`src/rtl/grf_arb_pkg.sv`:
```
`default_nettype none
// ============================================================================
// grf_arb_pkg : shared widths, aging default and write-request struct for the
//               GRF write-port arbiter.   Rev 1.0
// ============================================================================
package grf_arb_pkg;

   localparam int REG_AW      = 5;
   localparam int DATA_W      = 32;
   localparam int NUM_REGS    = 32;
   localparam int AGE_W       = 4;
   localparam int AGE_MAX_DEF = 4;

   typedef struct packed {
      logic              valid;
      logic [REG_AW-1:0] a3;
      logic [DATA_W-1:0] wd;
   } wreq_t;

endpackage
`default_nettype wire

```
`src/rtl/grf_pend_scoreboard.sv`:
```
`default_nettype none
// ============================================================================
// grf_pend_scoreboard : one bit per GRF register, set on MDU issue, cleared on
//                       MDU commit; a same-cycle set beats the clear. Rev 1.0
// ============================================================================
module grf_pend_scoreboard
   import grf_arb_pkg::*;
(
   input  logic                clk,
   input  logic                rst_n,
   input  logic                set_valid,
   input  logic [REG_AW-1:0]   set_a3,
   input  logic                clr_valid,
   input  logic [REG_AW-1:0]   clr_a3,
   output logic [NUM_REGS-1:0] pend_mask
);

   logic [NUM_REGS-1:0] r_mask;
   logic [NUM_REGS-1:0] w_set;
   logic [NUM_REGS-1:0] w_clr;

   // $0 is never tracked: it cannot hold a result the hazard unit waits on.
   always_comb begin
      w_set = '0;
      w_clr = '0;
      if (set_valid && (set_a3 != '0)) w_set[set_a3] = 1'b1;
      if (clr_valid)                   w_clr[clr_a3] = 1'b1;
   end

   always_ff @(posedge clk or negedge rst_n) begin
      if (!rst_n) r_mask <= '0;
      else        r_mask <= (r_mask & ~w_clr) | w_set;
   end

   assign pend_mask = r_mask;

endmodule
`default_nettype wire

```
`src/rtl/grf_wport_arbiter.sv`:
```
`default_nettype none
// ============================================================================
// grf_wport_arbiter : pipeline-priority arbiter with MDU aging for the single
//                     registered GRF write port, plus pending-write mask. Rev 1.0
// ============================================================================
module grf_wport_arbiter
   import grf_arb_pkg::*;
#(
   parameter int AGE_MAX = AGE_MAX_DEF
)(
   input  logic                Clk,
   input  logic                Reset,
   input  logic                P_Valid,
   input  logic [REG_AW-1:0]   P_A3,
   input  logic [DATA_W-1:0]   P_WD,
   output logic                P_Ready,
   input  logic                M_Valid,
   input  logic [REG_AW-1:0]   M_A3,
   input  logic [DATA_W-1:0]   M_WD,
   output logic                M_Ready,
   input  logic                Iss_Valid,
   input  logic [REG_AW-1:0]   Iss_A3,
   output logic                GRF_RegWrite,
   output logic [REG_AW-1:0]   GRF_A3,
   output logic [DATA_W-1:0]   GRF_RFWD,
   output logic [NUM_REGS-1:0] Pend_Mask
);

   localparam logic [AGE_W-1:0] c_age_max = AGE_W'(AGE_MAX);

   logic              r_we;
   logic              r_src_m;
   logic [REG_AW-1:0] r_a3;
   logic [DATA_W-1:0] r_wd;
   logic [AGE_W-1:0]  r_age;

   wreq_t w_preq;
   wreq_t w_mreq;
   wreq_t w_win;
   logic  w_grant_m;
   logic  w_grant_p;

   assign w_preq = '{valid: P_Valid, a3: P_A3, wd: P_WD};
   assign w_mreq = '{valid: M_Valid, a3: M_A3, wd: M_WD};

   assign w_grant_m = M_Valid & (~P_Valid | (r_age == c_age_max));
   assign w_grant_p = P_Valid & ~w_grant_m;
   // The winner's valid bit is exactly "some grant happened this cycle".
   assign w_win     = w_grant_m ? w_mreq : w_preq;

   assign M_Ready = w_grant_m;
   assign P_Ready = w_grant_p | ~P_Valid;

   always_ff @(posedge Clk or negedge Reset) begin
      if (!Reset) begin
         r_age <= '0;
      end else if (!M_Valid || w_grant_m) begin
         r_age <= '0;
      end else if (r_age != c_age_max) begin
         r_age <= r_age + 4'd1;
      end
   end

   // Address/data hold when idle so GRF_A3 stays stable for the scoreboard.
   always_ff @(posedge Clk or negedge Reset) begin
      if (!Reset) begin
         r_we    <= 1'b0;
         r_src_m <= 1'b0;
         r_a3    <= '0;
         r_wd    <= '0;
      end else if (w_win.valid) begin
         r_we    <= (w_win.a3 != '0);
         r_src_m <= w_grant_m;
         r_a3    <= w_win.a3;
         r_wd    <= w_win.wd;
      end else begin
         r_we    <= 1'b0;
         r_src_m <= 1'b0;
      end
   end

   assign GRF_RegWrite = r_we;
   assign GRF_A3       = r_a3;
   assign GRF_RFWD     = r_wd;

   grf_pend_scoreboard u_pend (
      .clk       (Clk),
      .rst_n     (Reset),
      .set_valid (Iss_Valid),
      .set_a3    (Iss_A3),
      .clr_valid (r_we & r_src_m),
      .clr_a3    (r_a3),
      .pend_mask (Pend_Mask)
   );

endmodule
`default_nettype wire
```
`config.mk`:
```
export PLATFORM = sky130hd
export DESIGN_NAME = grf_wport_arbiter
export DESIGN_NICKNAME = d
export VERILOG_FILES = /design/src/rtl/grf_arb_pkg.sv /design/src/rtl/grf_pend_scoreboard.sv /design/src/rtl/grf_wport_arbiter.sv
export SDC_FILE = /design/constraint.sdc
export NUM_CORES = 1
export LEC_CHECK = 0
export ABC_AREA = 1
export BUFFER_PORTS_ARGS = -buffer_cell sky130_fd_sc_hd__buf_2
export CORE_MARGIN = 4
export CORE_UTILIZATION = 48
export DETAILED_ROUTE_END_ITERATION = 6
export PLACE_DENSITY = 0.87
export SYNTH_ARGS = -nofsm -noshare
export SYNTH_HDL_FRONTEND = slang
export SYNTH_HIERARCHICAL = 1
export SYNTH_SLANG_ARGS = --single-unit
```
`constraint.sdc`:
```
create_clock -name Clk -period 1.6 [get_ports Clk]
set_input_delay 0.24 -clock Clk [delete_from_list [all_inputs] [get_ports Clk]]
set_output_delay 0.24 -clock Clk [all_outputs]
set_load 0.01 [all_outputs]
```
# After elaboration in Yosys (flattened, before gate mapping)
# Cells that the tools add are included.
# W data, S select, Z words.
[totals]
ff_bits = 75
input_bits = 84
output_inout_bits = 72
wordCells = 42
[op_classes]
add_sub_neg = 1
magnitude_cmp = 4
n_eq_ne = 2
muxes = 11
bitwise = 10
n_reduce_logical = 8
[ops]
columns = ["operator", "n"]
rows = [
  ["$mux W32", 2],
  ["$mux W38", 1],
  ["$and A32 B32 Y32", 1],
  ["$not A32 Y32", 1],
  ["$or A32 B32 Y32", 1],
  ["$lt A5 B6 Y1 const B", 2],
  ["$demux W1 S5", 2],
  ["$ge A5 B1 Y1 const B", 2],
  ["$reduce_bool A5 Y1", 2],
  ["$mux W4", 2],
  ["$add A4 B1 Y4 const B", 1],
  ["$eq A4 B3 Y1 const B", 1],
  ["$mux W1", 4],
  ["$ne A4 B3 Y1 const B", 1],
  ["$and A1 B1 Y1", 3],
  ["$logic_and A1 B1 Y1", 3],
  ["$not A1 Y1", 2],
  ["$or A1 B1 Y1", 2],
  ["$reduce_bool A2 Y1", 1],
  ["$logic_not A1 Y1", 1],
  ["$logic_or A1 B1 Y1", 1],
]

# Longest topological paths before layout
# Gate-level depths: netlist (run 1).
[logic_depth]
word_depth = 8
depth_mapped = 11

# Hierarchy
# Netlist (run 1), hierarchy kept.
[modules_own_cells]
columns = ["module", "instances", "cells_per_inst", "area_each_um2", "seq_area_each_um2"]
rows = [
  ["grf_wport_arbiter", 1, 243, 2034.5, 1076.0],
  ["grf_pend_scoreboard", 1, 198, 1575.3, 800.8],
]

# Worst setup path before layout (run 1)
# OpenSTA, ideal clock, no wires.
[synth_timing]
path_type = "register -> output"
from = "reg r_age[0]"
to = "out P_Ready"
t_arrival_ps = 1181
required_ps = 1360
path_slack_ps = 179
stages_incl_launch_ff = 9
path_cell_list = "dfrtp_1 -> inv_1 -> ha_1 -> nand3_2 -> nand2_4 -> nand2_4 -> inv_2 -> buf_4 -> nand2_1"
[synth_via]
elab_chain_len = 6
[synth_rtl]
columns = ["item", "line", "text"]
rows = [
  ["start: declaration", "grf_wport_arbiter.sv:35", "logic [AGE_W-1:0] r_age;"],
  ["start signal: assignment", "grf_wport_arbiter.sv:60", "r_age <= r_age + 4'd1;"],
  ["$eq A4 B3 Y1", "grf_wport_arbiter.sv:46", "assign w_grant_m = M_Valid & (~P_Valid | (r_age == c_age_max));"],
  ["$or A1 B1 Y1", "grf_wport_arbiter.sv:46", ""],
  ["$and A1 B1 Y1", "grf_wport_arbiter.sv:46", ""],
  ["net M_Ready", "grf_wport_arbiter.sv:20", "output logic M_Ready,"],
  ["$not A1 Y1", "grf_wport_arbiter.sv:47", "assign w_grant_p = P_Valid & ~w_grant_m;"],
  ["$and A1 B1 Y1", "grf_wport_arbiter.sv:47", ""],
  ["$or A1 B1 Y1", "grf_wport_arbiter.sv:52", "assign P_Ready = w_grant_p | ~P_Valid;"],
  ["end: declaration", "grf_wport_arbiter.sv:16", "output logic P_Ready,"],
]
# The timed path passes the listed nets, and every way through them passes these cells.

# Final worst setup path (run 1)
[layout_timing]
from = "reg r_age[1]"
to = "out P_Ready"
[layout_via]
elab_chain_len = 6
[layout_rtl]
columns = ["item", "line"]
rows = [
  ["$eq A4 B3 Y1", "grf_wport_arbiter.sv:46"],
  ["$or A1 B1 Y1", "grf_wport_arbiter.sv:46"],
  ["$and A1 B1 Y1", "grf_wport_arbiter.sv:46"],
  ["$not A1 Y1", "grf_wport_arbiter.sv:47"],
  ["$and A1 B1 Y1", "grf_wport_arbiter.sv:47"],
  ["$or A1 B1 Y1", "grf_wport_arbiter.sv:52"],
]
# No other way between the ends.

==> flow_summary.json, run 1 <==
{
  "min_period_over_period": 1.05,
  "fin_crit_ps": 1680,
  "detail-route-antenna-nets": 0,
  "cp.depth": 8,
  "grt_max_degree": 76,
  "power_density_nw_per_um2": 1100,
  "cts.clk_slew.worst_paths_ps": 80,
  "cts_root_buffer": "clkbuf_8",
  "syn_inst": 441,
  "ys_seq_area_frac": 0.520,
  "clk_latency_ps": 340,
  "io_pins": 156,
  "p_leak_nw": 2.40,
  "status": "finished with violations",
  "p_int_mw": 3.69,
  "yosysUniqueCellTypes": 25,
  "ys_warn_count": 6,
  "slew_headroom": 0.620,
  "ff2ff_path_depth": 12,
  "core_area_sq_um": 7290,
  "drive_gt1_frac": 0.365,
  "syn_to_final_growth_pct": 33.8,
  "fin_hold_ws_ps": 107,
  "tightest_slew_ps": 567,
  "grt_setup_unrepaired": "true",
  "synthMuxAreaShare": 0,
  "pwr-share-seq": 0.450,
  "maxCapViolations": 0,
  "cts_made_buffers": 9,
  "drt-initial-drc-count": 185,
  "fin_ws_ps": -81.0,
  "firstDrtPassIters": 5,
  "syn_avg_cell_area_sq_um": 8.19,
  "power_switching_mw": 1.63,
  "placement.io_buffers": 155,
  "antenna_found_initial": 0,
  "via_per_inst": 5.31,
  "ys_top_cells_by_count": "187 x nand2_1, 79 x nand3_1, 75 x dfrtp_1, 14 x inv_1",
  "crit_chain": "inv_1, ha_2, nand3_2, nand2_4, nand2_8, inv_6, nand2_4, buf_6",
  "netlist_area_sq_um": 3610,
  "synth_area_leaders": "dfrtp_1 52%, nand2_1 19%, nand3_1 11%",
  "groute.usage.overall": 0.250,
  "hold_violations": 0,
  "cp_data_arrival_time_ps": 1440,
  "clockBufferDepth": 2,
  "grt_overflow": 0,
  "clkSinkCount": 75,
  "synth-compound-area-share": 0.0281,
  "finalInstanceArea_sq_um": 4830,
  "whs_path_depth": 3,
  "critPathSlowestCell": "dfrtp_1",
  "place_congestion": 0.921,
  "violations": "negative setup slack",
  "fin_util": 0.662,
  "cp_common_cell": "nand2_4",
  "synth_xor_area_frac": 0.00485,
  "slew_violations": 0,
  "cp_max_fo": 4,
  "yosys.area_share.simple": 0.384,
  "yosysTopAreaCell": "dfrtp_1",
  "post_drt_wl_per_cell_microns": 15.6,
  "p_clk_frac": 0.325,
  "synth_edf_count": 0,
  "grt_pass1_vias": 3690,
  "fmax_mhz": 595,
  "vias": 3772,
  "wl_mm": 11.0,
  "die_w_microns": 94.7,
  "min_path_type": "input pin to flop",
  "post-synth-top-count-cell": "nand2_1",
  "finalNetCount": 692,
  "grt_pass1_wl_mm": 17.4,
  "die_h_microns": 94.7,
  "n_antenna_cell": 0,
  "synth_top_family_by_area": "simple AND/OR/NAND/NOR gates",
  "syn-num-nets": 527,
  "h-tree-depth": 3,
  "combPwrFrac": 0.225,
  "ir_worst_vdd_mv": 0.705,
  "num_rows": 31,
  "synth-seq-cells": 75,
  "dp_hpwl_mm": 7.95,
  "fill_cells": 618,
  "yosysTopAreaCellShare": 0.520,
  "startpoint_type": "flop",
  "end_kind": "output port",
  "crit_family": "flip-flops",
  "max_stage_delay_ps": 400,
  "async_flop_share": 1.00,
  "critical_path_class": "flop to output port",
  "clock_skew_ps": 8.45,
  "setup_viol": 3,
  "dieArea_sq_um": 8970,
  "place_area_sq_um": 4490,
  "cp_data_required_time_ps": 1360,
  "synth_flop_cell": "dfrtp_1",
  "path_buf_inv": 3,
  "cts_tree": "built",
  "swShare": 0.307,
  "initial_core_util": 0.495,
  "drc": 0,
  "synthAdderAreaFrac": 0.00693
}
==> cell usage in the layout, fill, tap and decap left out, types with 4 or more instances in the layout <==
cell and n:
nand2_1 184, buf_4 10, nor2_1 13, clkbuf_8 12, nand3_1 79, inv_2 11
dfrtp_1 75, buf_2 153, o21ai_1 13, inv_1 14, nor3_2 7, nor3_4 4
==> per-stage QoR <==
stage | setup TNS [ps] | total power [mW] | cells | setup WS (ps)
after global placement | 0 | 3.55 | 687 | 114
after floorplan | 0 | 2.98 | 441 | 179
after detailed placement | 0 | 3.60 | 687 | 32.9
after global routing | -388 | 5.59 | 710 | -148
final | -167 | 5.32 | 710 | -81.0
after CTS | -182 | 5.33 | 709 | -117
==> state kept, by name, indices dropped and copies added (netlist names) <==
signal	flops
GRF_A3	5
u_pend/pend_mask	32
GRF_RFWD	32
r_src_m	1
GRF_RegWrite	1
r_age	4
==> power groups by stage <==
stage	Sequential (mW)	Combinational [mW]	Clock, mW
detailed placement	2.43	1.18	0
global placement	2.41	1.13	0
finish	2.39	1.20	1.73
CTS	2.39	1.19	1.74
floorplan	2.53	0.443	0
global route	2.43	1.33	1.84
==> metal layers <==
| metal | global-route usage | vias up | part of all wire |
|---|---|---|---|
| li1 | - | 1747 | - |
| met1 | 0.306 | 1777 | 0.37 |
| met2 | 0.421 | 224 | 0.50 |
| met3 | 0.0661 | 24 | 0.11 |
| met4 | 0.0998 | 0 | 0.020 |
| met5 | 0 | - | 0 |
==> repair_timing <==
action | 4_1_cts | 5_1_grt
endpoints found under the setup margin | 2 | 32
buffers inserted | 5 | 1
hold endpoints to repair | 75 | 0
pin swaps | 3 | 1
hold buffers | 1 | 0
gates resized for setup | 5 | 10
cloned | 0 | 0
==> area by class of cell <==
type                    instances  area, sq um  share of cell area
flip-flops and latches         75         1880               0.389
multi-input cells             325         1560               0.324
repair buffers                169          925               0.192
clock buffers                  13          169              0.0350
well taps                      99          124              0.0257
inverters                      26          103              0.0212
clock inverters                 3         68.8              0.0143
==> logic make-up (layout without fill, tap and decap cells) <==
| family | Yosys count | after routing |
|---|---|---|
| AND/OR/NAND/NOR | 302 | 302 |
| flip-flops | 75 | 75 |
| buffers and inverters | 41 | 211 |
| AO/OA/AOI/OAI | 19 | 19 |
| adder cells (fa/ha/maj) | 2 | 2 |
| XOR/XNOR | 2 | 2 |
==> worst register-to-register path: cells and delay by family (launching register included) <==
family        cells  cell delay (ps)
simple gates      8              610
buf+inv           3              350
flops             1              370
fa+ha+maj         1              180
==> path summary, 6_finish.rpt <==
check / from / endpoint / slack (ps)
hold / removal: M_WD[29] / GRF_RFWD[29] / 110
setup reg to reg: r_age[1] / GRF_RegWrite / -40
setup / recovery: r_age[1] / P_Ready / -80
max in group asynchronous: Reset / u_pend/pend_mask[17] / 830
min in group asynchronous: Reset / u_pend/pend_mask[6] / 450
hold reg to reg: u_pend/pend_mask[9] / u_pend/pend_mask[9] / 470
Note: power is estimated with default switching activity, not from simulation.
==> inputs of run 2 (changes only) <==
--- a/config.mk
+++ b/config.mk
@@ -6,11 +6,11 @@
 export NUM_CORES = 1
 export LEC_CHECK = 0
 export ABC_AREA = 1
-export BUFFER_PORTS_ARGS = -buffer_cell sky130_fd_sc_hd__buf_2
 export CORE_MARGIN = 4
-export CORE_UTILIZATION = 48
+export CORE_UTILIZATION = 63
 export DETAILED_ROUTE_END_ITERATION = 6
-export PLACE_DENSITY = 0.87
+export DONT_BUFFER_PORTS = 1
+export PLACE_DENSITY = 0.85
 export SYNTH_ARGS = -nofsm -noshare
 export SYNTH_HDL_FRONTEND = slang
 export SYNTH_HIERARCHICAL = 1
==> run 2 against run 1 <==
  * The run ends with negative hold slack left
  * Total power is 17% lower
  * Sequential share of layout area is 9.2 points higher
  * Register-to-register slack better by 120 ps
  * Clock skew is 8.5 ps higher
  * Final cell count is 26% lower
  * Utilization is 4.2 points higher
  * Largest cell class unchanged
==> flow_summary.json, run 2 (synthesized netlist as in run 1, its figures left out) <==
{
  "drt-initial-drc-count": 242,
  "cts_root_buffer": "clkbuf_8",
  "dp.cells": 504,
  "cp_data_arrival_time_ps": 1320,
  "num_rows": 27,
  "status": "finished with violations",
  "pwr-share-seq": 0.587,
  "layout_commonest_cell": "nand2_1",
  "maxCapViolations": 0,
  "place_area_sq_um": 3650,
  "p_leak_nw": 1.76,
  "cp_data_required_time_ps": 1360,
  "reg2reg_slack_ps": 80,
  "groute.usage.overall": 0.272,
  "hold_violations": 75,
  "min_path_type": "input pin to asynchronous set/reset pin",
  "p_clk_frac": 0.285,
  "via_per_inst": 5.98,
  "p_int_mw": 3.00,
  "slew_headroom": 0.639,
  "power_density_nw_per_um2": 1130,
  "wl_mm": 9.43,
  "fin_hold_ws_ps": -423,
  "clockBufferDepth": 2,
  "setup_viol": 0,
  "crit_start": "r_age[0]",
  "cts.clk_slew.worst_paths_ps": 90,
  "n_antenna_cell": 0,
  "ir_worst_vdd_mv": 0.640,
  "combPwrFrac": 0.128,
  "antenna_found_initial": 0,
  "placement.io_buffers": 0,
  "drive_gt1_frac": 0.134,
  "dp_hpwl_mm": 6.53,
  "die_w_microns": 83.7,
  "grt_setup_unrepaired": "true",
  "ff2ff_path_depth": 10,
  "grt_pass1_wl_mm": 15.3,
  "finalPower_mw": 4.42,
  "syn_to_final_growth_pct": 8.11,
  "startpoint_type": "flop",
  "fin_setup_tns_ps": 0,
  "post_drt_wl_per_cell_microns": 17.9,
  "fin_crit_ps": 1560,
  "grt_overflow": 0,
  "finalNetCount": 536,
  "die_h_microns": 83.7,
  "firstDrtPassIters": 7,
  "tightest_slew_ps": 541,
  "final_cell_mix": "186 x nand2_1, 79 x nand3_1, 75 x dfrtp_1",
  "violations": "negative hold slack",
  "cts_tree": "built",
  "io_pins": 156,
  "clkSinkCount": 75,
  "slew_violations": 0,
  "initial_core_util": 0.652,
  "cp_max_fo": 5,
  "finalInstanceArea_sq_um": 3900,
  "swShare": 0.321,
  "regToRegStartpoint": "r_age[0]",
  "clk_latency_ps": 350,
  "detail-route-antenna-nets": 0,
  "worstReg2RegEnd": "GRF_RegWrite",
  "drc": 0,
  "fmax_mhz": 642,
  "min_period_over_period": 0.974,
  "critical_path_class": "flop to output port",
  "h-tree-depth": 3,
  "clock_skew_ps": 17.0,
  "place_congestion": 0.882,
  "cts_made_buffers": 9,
  "worstSetupEndpoint": "P_Ready",
  "grt_pass1_vias": 3183,
  "grt_max_degree": 76,
  "fin_cells": 526,
  "end_kind": "output port",
  "dieArea_sq_um": 7000,
  "core_area_sq_um": 5540,
  "vias": 3146,
  "power_switching_mw": 1.42
}
## run 2: worst min-delay path by stage
stage | endpoint | cells after the start
after floorplan | GRF_A3[0] | 0
after global placement | GRF_RFWD[7] | 0
after detailed placement | GRF_A3[1] | 0
after CTS | GRF_A3[1] | 0
after global routing | GRF_RFWD[6] | 0
final | GRF_A3[1] | 0
## run 2: worst max-delay path, stage by stage (launching register included)
cell	delay, ps
dfrtp_1	390
inv_1	60
ha_2	160
nand3_2	90
nand2_4	100
nand2_8	70
clkinv_8	70
nand2_4	50
## run 2: power groups by stage
stage | Clock, mW | Sequential [mW] | Combinational, mW
CTS | 1.27 | 2.60 | 0.554
finish | 1.26 | 2.60 | 0.567
floorplan | 0 | 2.53 | 0.443
detailed placement | 0 | 2.63 | 0.538
global route | 1.37 | 2.63 | 0.652
global placement | 0 | 2.63 | 0.500
## run 2: what timing repair did
item,4_1_cts,5_1_grt
setup buffers,7,0
setup endpoints to repair,2,29
hold endpoints to repair,75,75
resized for setup,7,3
pin swaps,4,2
## run 2: layer usage
layer,wire (microns),up-vias,global-route usage
met5,0,-,0
met4,265,0,0.140
met3,1010,25,0.0809
met2,4850,210,0.451
met1,3300,1478,0.318
li1,-,1433,-
## run 2: cell type report
| type | instances | area, sq um |
|---|---|---|
| clock buffer | 13 | 149 |
| fill | 412 | 1640 |
| tap | 72 | 90.1 |
| multi-input combinational | 325 | 1550 |
| inverter | 26 | 110 |
| timing repair buffer | 13 | 114 |
| clock inverter | 2 | 12.5 |
| sequential | 75 | 1880 |
## run 2: per-stage QoR
step                       util  setup slack (ps)
after CTS                 0.703              2.98
after global placement    0.659               142
final                     0.704              42.2
after global routing      0.704             -11.2
after floorplan               -               179
after detailed placement  0.659              41.6
==> inputs of run 3 (changes only) <==
--- a/config.mk
+++ b/config.mk
@@ -7,10 +7,11 @@
 export LEC_CHECK = 0
 export ABC_AREA = 1
 export CORE_MARGIN = 4
-export CORE_UTILIZATION = 63
+export CORE_UTILIZATION = 64
 export DETAILED_ROUTE_END_ITERATION = 6
 export DONT_BUFFER_PORTS = 1
-export PLACE_DENSITY = 0.85
+export GPL_TIMING_DRIVEN = 0
+export PLACE_DENSITY = 0.86
 export SYNTH_ARGS = -nofsm -noshare
 export SYNTH_HDL_FRONTEND = slang
 export SYNTH_HIERARCHICAL = 1
==> constraint.sdc (replaced) <==
create_clock -name Clk -period 1.8 [get_ports Clk]
set_input_delay 0.27 -clock Clk [delete_from_list [all_inputs] [get_ports Clk]]
set_output_delay 0.27 -clock Clk [all_outputs]
set_load 0.01 [all_outputs]
==> run 3 against run 2 <==
  * The run still ends with negative hold slack left
  * Sequential share of layout area fell by 0.70 points
  * Critical path type unchanged
  * Non-clock buffer count up 8
  * Wire length hardly changed
  * Clock skew is 8.0 ps lower
  * Via count is 2.0% lower
  * Flip-flop and latch count did not move
  * Final cell count increased by 1.5%
==> flow_summary.json, run 3 (synthesized netlist as in run 1, its figures left out) <==
{
  "place_area_sq_um": 3700,
  "min_path_type": "input pin to asynchronous set/reset pin",
  "grt_setup_unrepaired": "false",
  "core_area_sq_um": 5470,
  "die_w_microns": 83.1,
  "reg2reg_slack_ps": 220,
  "cts_made_buffers": 9,
  "fin_ws_ps": 65.9,
  "fill_cells": 427,
  "path_buf_inv": 3,
  "cts.clk_slew.worst_paths_ps": 70,
  "power_density_nw_per_um2": 1010,
  "fin_crit_ps": 1730,
  "n_antenna_cell": 0,
  "syn_to_final_growth_pct": 9.71,
  "h-tree-depth": 3,
  "slew_headroom": 0.664,
  "antenna_found_initial": 0,
  "drt-initial-drc-count": 230,
  "drive_gt1_frac": 0.147,
  "drt-met1-wl_mm": 3.42,
  "dp_hpwl_mm": 6.82,
  "finalInstanceArea_sq_um": 3960,
  "io_pins": 156,
  "grt_pass1_wl_mm": 15.3,
  "initial_core_util": 0.660,
  "cts_tree": "built",
  "layout_commonest_cell": "nand2_1",
  "num_rows": 27,
  "cts_root_buffer": "clkbuf_8",
  "fin_hold_ws_ps": -379,
  "slew_violations": 0,
  "placement.io_buffers": 0,
  "finalNetCount": 544,
  "fmax_mhz": 577,
  "crit_chain": "inv_1, ha_1, nand3_2, nand2_4, nand2_4, inv_6, buf_8, nand2_2",
  "ff2ff_path_depth": 10,
  "via_per_inst": 5.77,
  "grt_pass1_vias": 3167,
  "drc": 0,
  "setup_viol": 0,
  "crit_start": "r_age[1]",
  "clockBufferDepth": 2,
  "regToRegStartpoint": "r_age[1]",
  "max_stage_delay_ps": 390,
  "wl_met2_mm": 4.91,
  "hold_violations": 75,
  "startpoint_type": "flop",
  "end_kind": "output port",
  "wl_mm": 9.42,
  "clkSinkCount": 75,
  "fin_setup_tns_ps": 0,
  "critical_path_class": "flop to output port",
  "groute.usage.overall": 0.279,
  "dieArea_sq_um": 6910,
  "clock_skew_ps": 9.03,
  "p_leak_nw": 1.81,
  "grt_overflow": 0,
  "die_h_microns": 83.1,
  "place_congestion": 0.872,
  "detail-route-antenna-nets": 0,
  "worstReg2RegEnd": "GRF_RFWD[12]",
  "maxCapViolations": 0,
  "cp_data_required_time_ps": 1530,
  "tightest_slew_ps": 501,
  "violations": "negative hold slack",
  "wl_met3_microns": 914,
  "status": "finished with violations",
  "cp_max_fo": 5,
  "crit_family": "flip-flops",
  "top_layer": "met4",
  "ir_worst_vdd_mv": 0.735,
  "pre_cts_slack_ps": 190,
  "vias": 3083,
  "grt_max_degree": 76,
  "cp_common_cell": "nand2_4",
  "cp_data_arrival_time_ps": 1460,
  "firstDrtPassIters": 6,
  "critPathSlowestCell": "dfrtp_1",
  "min_period_over_period": 0.963,
  "clk_latency_ps": 340,
  "post_drt_wl_per_cell_microns": 17.6,
  "final_cell_mix": "186 x nand2_1, 79 x nand3_1, 75 x dfrtp_1"
}
run 3: cell types whose count changed in the layout (fill, tap and decap cells not counted), sizes merged:
cell / before / now
clkinvlp: 1 / 0
inv: 25 / 26
bufinv: 0 / 1
clkbuf: 13 / 12
buf: 13 / 20
bufbuf: 0 / 1
run 3: what timing repair did:
item	4_1_cts	5_1_grt
setup buffers	4	1
resized for setup	5	0
endpoints found under the hold margin	75	75
endpoints found under the setup margin	2	1
pin swaps	1	2
cloned	1	0
run 3: final cells by class:
cell class	count	area, sq um	share of cell area
inverter	26	103	0.0259
timing repair buffer	6	70.1	0.0177
multi-input combinational	325	1530	0.387
clock inverter	3	40.0	0.0101
tap	72	90.1	0.0227
sequential	75	1880	0.474
clock buffer	12	135	0.0341
buffer	15	111	0.0281
run 3: stage by stage:
stage	utilization	hold slack, ps	instances	power [mW]
2_1_floorplan	-	-25.6	441	2.65
6_report	0.724	-379	534	4.01
3_3_place_gp	0.676	-23.3	513	2.78
5_1_grt	0.724	-406	534	4.23
4_1_cts	0.722	-390	533	4.03
3_5_place_dp	0.676	-23.4	513	2.82
run 3: how the worst max path moves through the flow:
stage / to / slack (ps) / cells after the start
3_3_place_gp: P_Ready / 230 / 8
4_1_cts: P_Ready / 50 / 8
3_5_place_dp: P_Ready / 190 / 8
5_1_grt: P_Ready / 3 / 8
2_1_floorplan: P_Ready / 350 / 8
6_report: P_Ready / 70 / 8
run 3: worst register-to-register path, cell delays in order (launching register included):
cell,delay [ps]
dfrtp_1,360
inv_1,50
ha_1,180
nand3_2,90
nand2_4,60
nand2_4,110
inv_6,40
buf_4,160
bufbuf_16,270
nand2_1,60
nand3_1,80
run 3: routing by layer:
layer  track usage  vias to the layer above
met3        0.0982                       17
met1         0.313                     1469
met2         0.480                      151
met4         0.117                        0
met5             0                        -
li1              -                     1446
run 3: power breakdown:
part	internal (mW)	switching, mW
registers	1.95	0.353
clock network	0.631	0.570
logic	0.199	0.312
total	2.78	1.24
